File: src/rtl/mc_ctrl_pkg.sv
// rtl/mc_ctrl_pkg.sv - shared state, ALU-operation and condition-code definitions for mc_control_unit
package mc_ctrl_pkg;

   typedef enum logic [3:0] {
      S_FETCH,
      S_DECODE,
      S_MEMADR,
      S_MEMRD,
      S_MEMWB,
      S_MEMWR,
      S_EXECR,
      S_EXECI,
      S_ALUWB,
      S_BRANCH,
      S_UNDEF
   } state_t;

   localparam logic [2:0] ALU_ADD = 3'b000;
   localparam logic [2:0] ALU_SUB = 3'b001;
   localparam logic [2:0] ALU_AND = 3'b010;
   localparam logic [2:0] ALU_ORR = 3'b011;
   localparam logic [2:0] ALU_EOR = 3'b100;
   localparam logic [2:0] ALU_MUL = 3'b101;

   localparam logic [3:0] COND_EQ = 4'h0;
   localparam logic [3:0] COND_NE = 4'h1;
   localparam logic [3:0] COND_CS = 4'h2;
   localparam logic [3:0] COND_CC = 4'h3;
   localparam logic [3:0] COND_MI = 4'h4;
   localparam logic [3:0] COND_PL = 4'h5;
   localparam logic [3:0] COND_VS = 4'h6;
   localparam logic [3:0] COND_VC = 4'h7;
   localparam logic [3:0] COND_HI = 4'h8;
   localparam logic [3:0] COND_LS = 4'h9;
   localparam logic [3:0] COND_GE = 4'hA;
   localparam logic [3:0] COND_LT = 4'hB;
   localparam logic [3:0] COND_GT = 4'hC;
   localparam logic [3:0] COND_LE = 4'hD;
   localparam logic [3:0] COND_AL = 4'hE;
   localparam logic [3:0] COND_NV = 4'hF;

endpackage

File: src/rtl/mc_cond_check.sv
// rtl/mc_cond_check.sv - NZCV flag register and ARM condition evaluation
module mc_cond_check
   import mc_ctrl_pkg::*;
#(
   parameter logic [3:0] RESET_FLAGS = 4'b0000
) (
   input  logic       clk,
   input  logic       reset,
   input  logic [3:0] Cond,
   input  logic [3:0] ALUFlags,
   input  logic [1:0] FlagW,
   output logic       CondEx
);

   logic [3:0] flags_q;
   logic [3:0] flags_d;
   logic       n, z, c, v;
   logic       cond_ex;

   assign {n, z, c, v} = flags_q;
   assign CondEx = cond_ex;

   // Evaluate the condition field against the registered (old) flags
   always_comb begin
      cond_ex = 1'b0;
      case (Cond)
         COND_EQ: cond_ex = z;
         COND_NE: cond_ex = !z;
         COND_CS: cond_ex = c;
         COND_CC: cond_ex = !c;
         COND_MI: cond_ex = n;
         COND_PL: cond_ex = !n;
         COND_VS: cond_ex = v;
         COND_VC: cond_ex = !v;
         COND_HI: cond_ex = c && !z;
         COND_LS: cond_ex = !c || z;
         COND_GE: cond_ex = (n == v);
         COND_LT: cond_ex = (n != v);
         COND_GT: cond_ex = !z && (n == v);
         COND_LE: cond_ex = z || (n != v);
         COND_AL: cond_ex = 1'b1;
         default: cond_ex = 1'b0;
      endcase
   end

   // NZ and CV halves update independently, only when the instruction executes
   always_comb begin
      flags_d = flags_q;
      if (FlagW[1] && cond_ex) flags_d[3:2] = ALUFlags[3:2];
      if (FlagW[0] && cond_ex) flags_d[1:0] = ALUFlags[1:0];
   end

   // Flag register
   always_ff @(posedge clk or posedge reset) begin
      if (reset) flags_q <= RESET_FLAGS;
      else       flags_q <= flags_d;
   end

endmodule

File: src/rtl/mc_control_unit.sv
// rtl/mc_control_unit.sv - multicycle ARM control unit; define CTRL_MUL_EN to decode MUL
module mc_control_unit
   import mc_ctrl_pkg::*;
#(
   parameter int         ALUCTRL_W   = 3,
   parameter logic [3:0] RESET_FLAGS = 4'b0000
) (
   input  logic                 clk,
   input  logic                 reset,
   input  logic [1:0]           Op,
   input  logic [5:0]           Funct,
   input  logic [3:0]           Rd,
   input  logic [3:0]           Cond,
   input  logic [3:0]           Instr74,
   input  logic [3:0]           ALUFlags,
   input  logic                 MemReady,
   output logic                 PCWrite,
   output logic                 RegWrite,
   output logic                 MemWrite,
   output logic                 IRWrite,
   output logic                 AdrSrc,
   output logic [1:0]           ResultSrc,
   output logic [1:0]           ALUSrcA,
   output logic [1:0]           ALUSrcB,
   output logic [1:0]           ImmSrc,
   output logic [1:0]           RegSrc,
   output logic [ALUCTRL_W-1:0] ALUControl,
   output logic                 Undef
);

   state_t     state_q, state_d;
   logic       next_pc, reg_w, mem_w, branch, alu_op;
   logic [2:0] alu_ctl;
   logic [1:0] flag_w;
   logic       known_op;
   logic       is_cmp;
   logic       cond_ex;
   logic       pcs;

`ifndef CTRL_MUL_EN
   logic unused_instr74;
   assign unused_instr74 = ^Instr74;
`endif

   assign is_cmp = (Funct[4:1] == 4'b1010);

   // Next-state selection; stalls hold in FETCH, MEMRD and MEMWR until MemReady
   always_comb begin
      state_d = state_q;
      case (state_q)
         S_FETCH:  if (MemReady) state_d = S_DECODE;
         S_DECODE: begin
            case (Op)
               2'b00:   state_d = Funct[5] ? S_EXECI : S_EXECR;
               2'b01:   state_d = S_MEMADR;
               2'b10:   state_d = S_BRANCH;
               default: state_d = S_UNDEF;
            endcase
         end
         S_MEMADR: state_d = Funct[0] ? S_MEMRD : S_MEMWR;
         S_MEMRD:  if (MemReady) state_d = S_MEMWB;
         S_MEMWR:  if (MemReady) state_d = S_FETCH;
         S_EXECR,
         S_EXECI:  state_d = S_ALUWB;
         default:  state_d = S_FETCH;
      endcase
   end

   // Per-state datapath controls and raw (ungated) write requests
   always_comb begin
      next_pc   = 1'b0;
      reg_w     = 1'b0;
      mem_w     = 1'b0;
      branch    = 1'b0;
      alu_op    = 1'b0;
      IRWrite   = 1'b0;
      AdrSrc    = 1'b0;
      ResultSrc = 2'b00;
      ALUSrcA   = 2'b00;
      ALUSrcB   = 2'b00;
      Undef     = 1'b0;
      case (state_q)
         S_FETCH: begin
            ALUSrcA   = 2'b01;
            ALUSrcB   = 2'b10;
            ResultSrc = 2'b10;
            IRWrite   = MemReady;
            next_pc   = MemReady;
         end
         S_DECODE: begin
            ALUSrcA   = 2'b01;
            ALUSrcB   = 2'b10;
            ResultSrc = 2'b10;
         end
         S_MEMADR: ALUSrcB = 2'b01;
         S_MEMRD:  AdrSrc  = 1'b1;
         S_MEMWB: begin
            ResultSrc = 2'b01;
            reg_w     = 1'b1;
         end
         S_MEMWR: begin
            AdrSrc = 1'b1;
            mem_w  = 1'b1;
         end
         S_EXECR:  alu_op = 1'b1;
         S_EXECI: begin
            ALUSrcB = 2'b01;
            alu_op  = 1'b1;
         end
         S_ALUWB:  reg_w = !is_cmp;
         S_BRANCH: begin
            ALUSrcA   = 2'b10;
            ALUSrcB   = 2'b01;
            ResultSrc = 2'b10;
            branch    = 1'b1;
         end
         S_UNDEF:  Undef = 1'b1;
         default: ;
      endcase
   end

   // ALU operation and flag-write decode; unrecognised codes add without touching flags
   always_comb begin
      alu_ctl  = ALU_ADD;
      flag_w   = 2'b00;
      known_op = 1'b1;
      if (alu_op) begin
         case (Funct[4:1])
            4'b0100: alu_ctl = ALU_ADD;
            4'b0010: alu_ctl = ALU_SUB;
            4'b0000: alu_ctl = ALU_AND;
            4'b1100: alu_ctl = ALU_ORR;
            4'b0001: alu_ctl = ALU_EOR;
            4'b1010: alu_ctl = ALU_SUB;
            default: known_op = 1'b0;
         endcase
`ifdef CTRL_MUL_EN
         if (Op == 2'b00 && !Funct[5] && Funct[4:1] == 4'b0000 && Instr74 == 4'b1001)
            alu_ctl = ALU_MUL;
`endif
         flag_w[1] = Funct[0] && known_op;
         flag_w[0] = Funct[0] && known_op && (alu_ctl == ALU_ADD || alu_ctl == ALU_SUB);
      end
   end

   // Upper ALUControl bits stay zero for widths above the native three
   always_comb begin
      ALUControl      = '0;
      ALUControl[2:0] = alu_ctl;
   end

   // State register
   always_ff @(posedge clk or posedge reset) begin
      if (reset) state_q <= S_FETCH;
      else       state_q <= state_d;
   end

   mc_cond_check #(
      .RESET_FLAGS(RESET_FLAGS)
   ) u_cond (
      .clk      (clk),
      .reset    (reset),
      .Cond     (Cond),
      .ALUFlags (ALUFlags),
      .FlagW    (flag_w),
      .CondEx   (cond_ex)
   );

   assign ImmSrc   = Op;
   assign RegSrc   = {Op == 2'b01, Op == 2'b10};
   assign pcs      = ((Rd == 4'd15) && reg_w) || branch;
   assign PCWrite  = (pcs && cond_ex) || next_pc;
   assign RegWrite = reg_w && cond_ex;
   assign MemWrite = mem_w && cond_ex;

endmodule

File: config.mk
export PLATFORM = sky130hd
export DESIGN_NAME = mc_control_unit
export DESIGN_NICKNAME = d
export VERILOG_FILES = /design/src/rtl/mc_ctrl_pkg.sv /design/src/rtl/mc_cond_check.sv /design/src/rtl/mc_control_unit.sv
export SDC_FILE = /design/constraint.sdc
export NUM_CORES = 1
export LEC_CHECK = 0
export BUFFER_PORTS_ARGS = -buffer_cell sky130_fd_sc_hd__clkbuf_2
export CAP_MARGIN = 15
export CELL_PAD_IN_SITES_DETAIL_PLACEMENT = 1
export CELL_PAD_IN_SITES_GLOBAL_PLACEMENT = 2
export CORE_MARGIN = 1.5
export CORE_UTILIZATION = 21
export DETAILED_ROUTE_END_ITERATION = 16
export GPL_ROUTABILITY_DRIVEN = 0
export PLACE_DENSITY = 0.82
export SKIP_CTS_REPAIR_TIMING = 1
export SLEW_MARGIN = 10
export SYNTH_ARGS = -nofsm -noshare
export SYNTH_HDL_FRONTEND = slang
export SYNTH_SLANG_ARGS = --single-unit
File: constraint.sdc
create_clock -name clk -period 2.2 [get_ports clk]
set_clock_uncertainty 0.15 [all_clocks]
set_input_delay 0.22 -clock clk [delete_from_list [all_inputs] [get_ports clk]]
set_output_delay 0.22 -clock clk [all_outputs]
set_load 0.01 [all_outputs]
==> flow_metrics.env <==
export IMPL_status="finished with violations"
export IMPL_violations="negative setup slack"
export IMPL_tightest_slew_ns=0.3938
export IMPL_synth_top_cell_by_area="dfrtp_1"
export IMPL_wire_per_inst_um=13.44
export IMPL_cts_buffers=3
export IMPL_via_per_inst=4.852
export IMPL_start_util_pct=22.08
export IMPL_clock_sinks=8
export IMPL_ys_types=42
export IMPL_drc_errors=0
export IMPL_die_w_um=68.09
export IMPL_power_density_nw_per_um2=957.6
export IMPL_cap_violations=0
export IMPL_relSlewSlack_pct=73.74
export IMPL_die_area_um2=4636
export IMPL_p_leak_nw=0.6199
export IMPL_grt_pass1_vias=1021
export IMPL_final_common_cell="clkbuf_2"
export IMPL_yosysSeqAreaShare_pct=22.50
export IMPL_synth_edf_count=0
export IMPL_core_rowCount=23
export IMPL_dp_cells=211
export IMPL_antenna_found_initial=0
export IMPL_fillers=524
export IMPL_cts_tree="done"
export IMPL_clock_root_buffer="clkbuf_8"
export IMPL_final_setup_viol_count=7
export IMPL_drt_iter0_drc=53
export IMPL_tns_ns=-1.210
export IMPL_layout_setup_ws_ns=-0.3163
export IMPL_die_y_um=68.09
export IMPL_clk_path_buf_depth=2
export IMPL_yosys_top_cells_area="dfrtp_1 23%, nor2_1 5.9%, mux2_1 5.1%"
export IMPL_crit_fanout=3
export IMPL_ys_ff_latch=8
export IMPL_final_antenna_net_count=0
export IMPL_cts_clk_slew_worst_paths_ns=0.04
export IMPL_syn_nets=143
export IMPL_grt_pass1_wl_um=4485
export IMPL_grt_usage_pct=12.41
export IMPL_min_path_type="input port to flip-flop"
export IMPL_rsz0062_at_grt="true"
export IMPL_hold_viol=0
export IMPL_syn_avg_cell_area_um2=7.669
export IMPL_area_growth_syn_to_layout_pct=44.87
export IMPL_final_cell_mix="38 x clkbuf_2, 14 x nor2_1, 14 x buf_4, 8 x dfrtp_1"
export IMPL_post_route_period_util_pct=114.4
export IMPL_syn_area_um2=889.6
export IMPL_timing_fmax_ghz=0.3974
export IMPL_finalCriticalPeriod_ns=2.516
export IMPL_drtPass1Iterations=4
export IMPL_nNetsFinal=195
export IMPL_placed_area_um2=1230
export IMPL_vias=1048
export IMPL_htree_levels=1
export IMPL_path_class="flip-flop to output pin"
export IMPL_cp_required_ns=1.83
export IMPL_portBuffers=41
export IMPL_whs_ns=0.06441
export IMPL_yosysWarnings=0
export IMPL_io_pins=46
export IMPL_hpwl_um=2427
export IMPL_finalWirelength_um=2902
export IMPL_final_cell_count_no_fill=216
export IMPL_netlist_instances=116
export IMPL_cp_arrival_ns=2.15
export IMPL_stdcell_area_um2=1289
export IMPL_slew_violations=0
export IMPL_grt_max_degree=14
export IMPL_clkLatencyLatePin_ns=0.23
export IMPL_num_antenna_cells=0
export IMPL_async_reset_ff_share_pct=100.0
export IMPL_drive_gt1_share_pct=41.57
export IMPL_synth_top_area_share_pct=22.50
export IMPL_worst_setup_path_start_kind="flip-flop"
export IMPL_overflow=0
export IMPL_dp_slack_ns=-0.1558
export IMPL_synth_ff_type="dfrtp_1"
export IMPL_core_area_um2=4029
export IMPL_ir_drop_uv=341.5
export IMPL_worst_setup_path_end_kind="output pin"
cell type report:
type | count | area (um2) | share of cell area, %
clock buffer | 3 | 41.29 | 3.204
inverter | 6 | 22.52 | 1.748
multi-input combinational | 93 | 641.9 | 49.81
sequential | 8 | 200.2 | 15.53
tap | 50 | 62.56 | 4.854
timing repair buffer | 56 | 320.3 | 24.85
sequential cells by signal, indices dropped and copies added (netlist names):
name / cells
u_cond.flags_q: 4
state_q: 4
cell usage after synthesis, types with 3 or more instances:
master / n
inv_1: 6
nand2b_1: 6
dfrtp_1: 8
mux2_1: 4
buf_4: 3
a21oi_1: 5
mux2i_1: 3
nand3_1: 3
nor2b_1: 3
nand2_1: 6
nor2_1: 14
o21ai_0: 6
nor3_1: 7
layer usage:
metal / track usage (%) / part of all wire, %
met1: 14.91 / 42
met2: 23.54 / 54
met5: 0 / 0
met4: 0.7500 / 0
met3: 2.467 / 4.5
power by group:
| group | internal [W] | switching (W) | leakage (nW) | total, W |
|---|---|---|---|---|
| clock | 0.000118 | 0.0000529 | 0.0216 | 0.000171 |
| combinational | 0.000357 | 0.000455 | 0.491 | 0.000812 |
| sequential | 0.000197 | 0.0000544 | 0.107 | 0.000251 |
worst max-delay path: stages (launching register included):
cell and delay, ns:
dfrtp_1 0.38, xor2_1 0.17, or4_1 0.47, a311o_1 0.32, and3_4 0.23, o31ai_4 0.20
buf_2 0.16
stage by stage:
| stage | util, % | power, W |
|---|---|---|
| 3_3_place_gp | 30.53 | 0.001017 |
| 6_report | 31.99 | 0.001234 |
| 2_1_floorplan | - | 0.0007714 |
| 3_5_place_dp | 30.53 | 0.001054 |
| 4_1_cts | 31.55 | 0.001230 |
| 5_1_grt | 31.99 | 0.001333 |
final timing paths:
check / startpoint / end / slack [ns] / cells past startpoint
worst max-delay path: u_cond.flags_q[0]$_DFFE_PP0P_ / PCWrite / -0.32 / 6
worst min-delay path: ALUFlags[3] / u_cond.flags_q[3]$_DFFE_PP0P_ / 0.06 / 2
worst max register to register: u_cond.flags_q[0]$_DFFE_PP0P_ / u_cond.flags_q[0]$_DFFE_PP0P_ / -0.10 / 5
worst min register to register: u_cond.flags_q[1]$_DFFE_PP0P_ / u_cond.flags_q[1]$_DFFE_PP0P_ / 0.44 / 1
max in group asynchronous: reset / u_cond.flags_q[2]$_DFFE_PP0P_ / 1.36 / 3
min in group asynchronous: reset / state_q[1]$_DFFE_PP0P_ / 0.31 / 3
cells by family after synthesis:
logic type,after synthesis,synth area share (%)
XOR/XNOR,3,2.954
buffers and inverters,15,8.720
AO/OA/AOI/OAI,27,21.80
AND/OR/NAND/NOR,54,33.05
multiplexers,9,10.97
flip-flops,8,22.50
(Power assumes the default switching activity.)
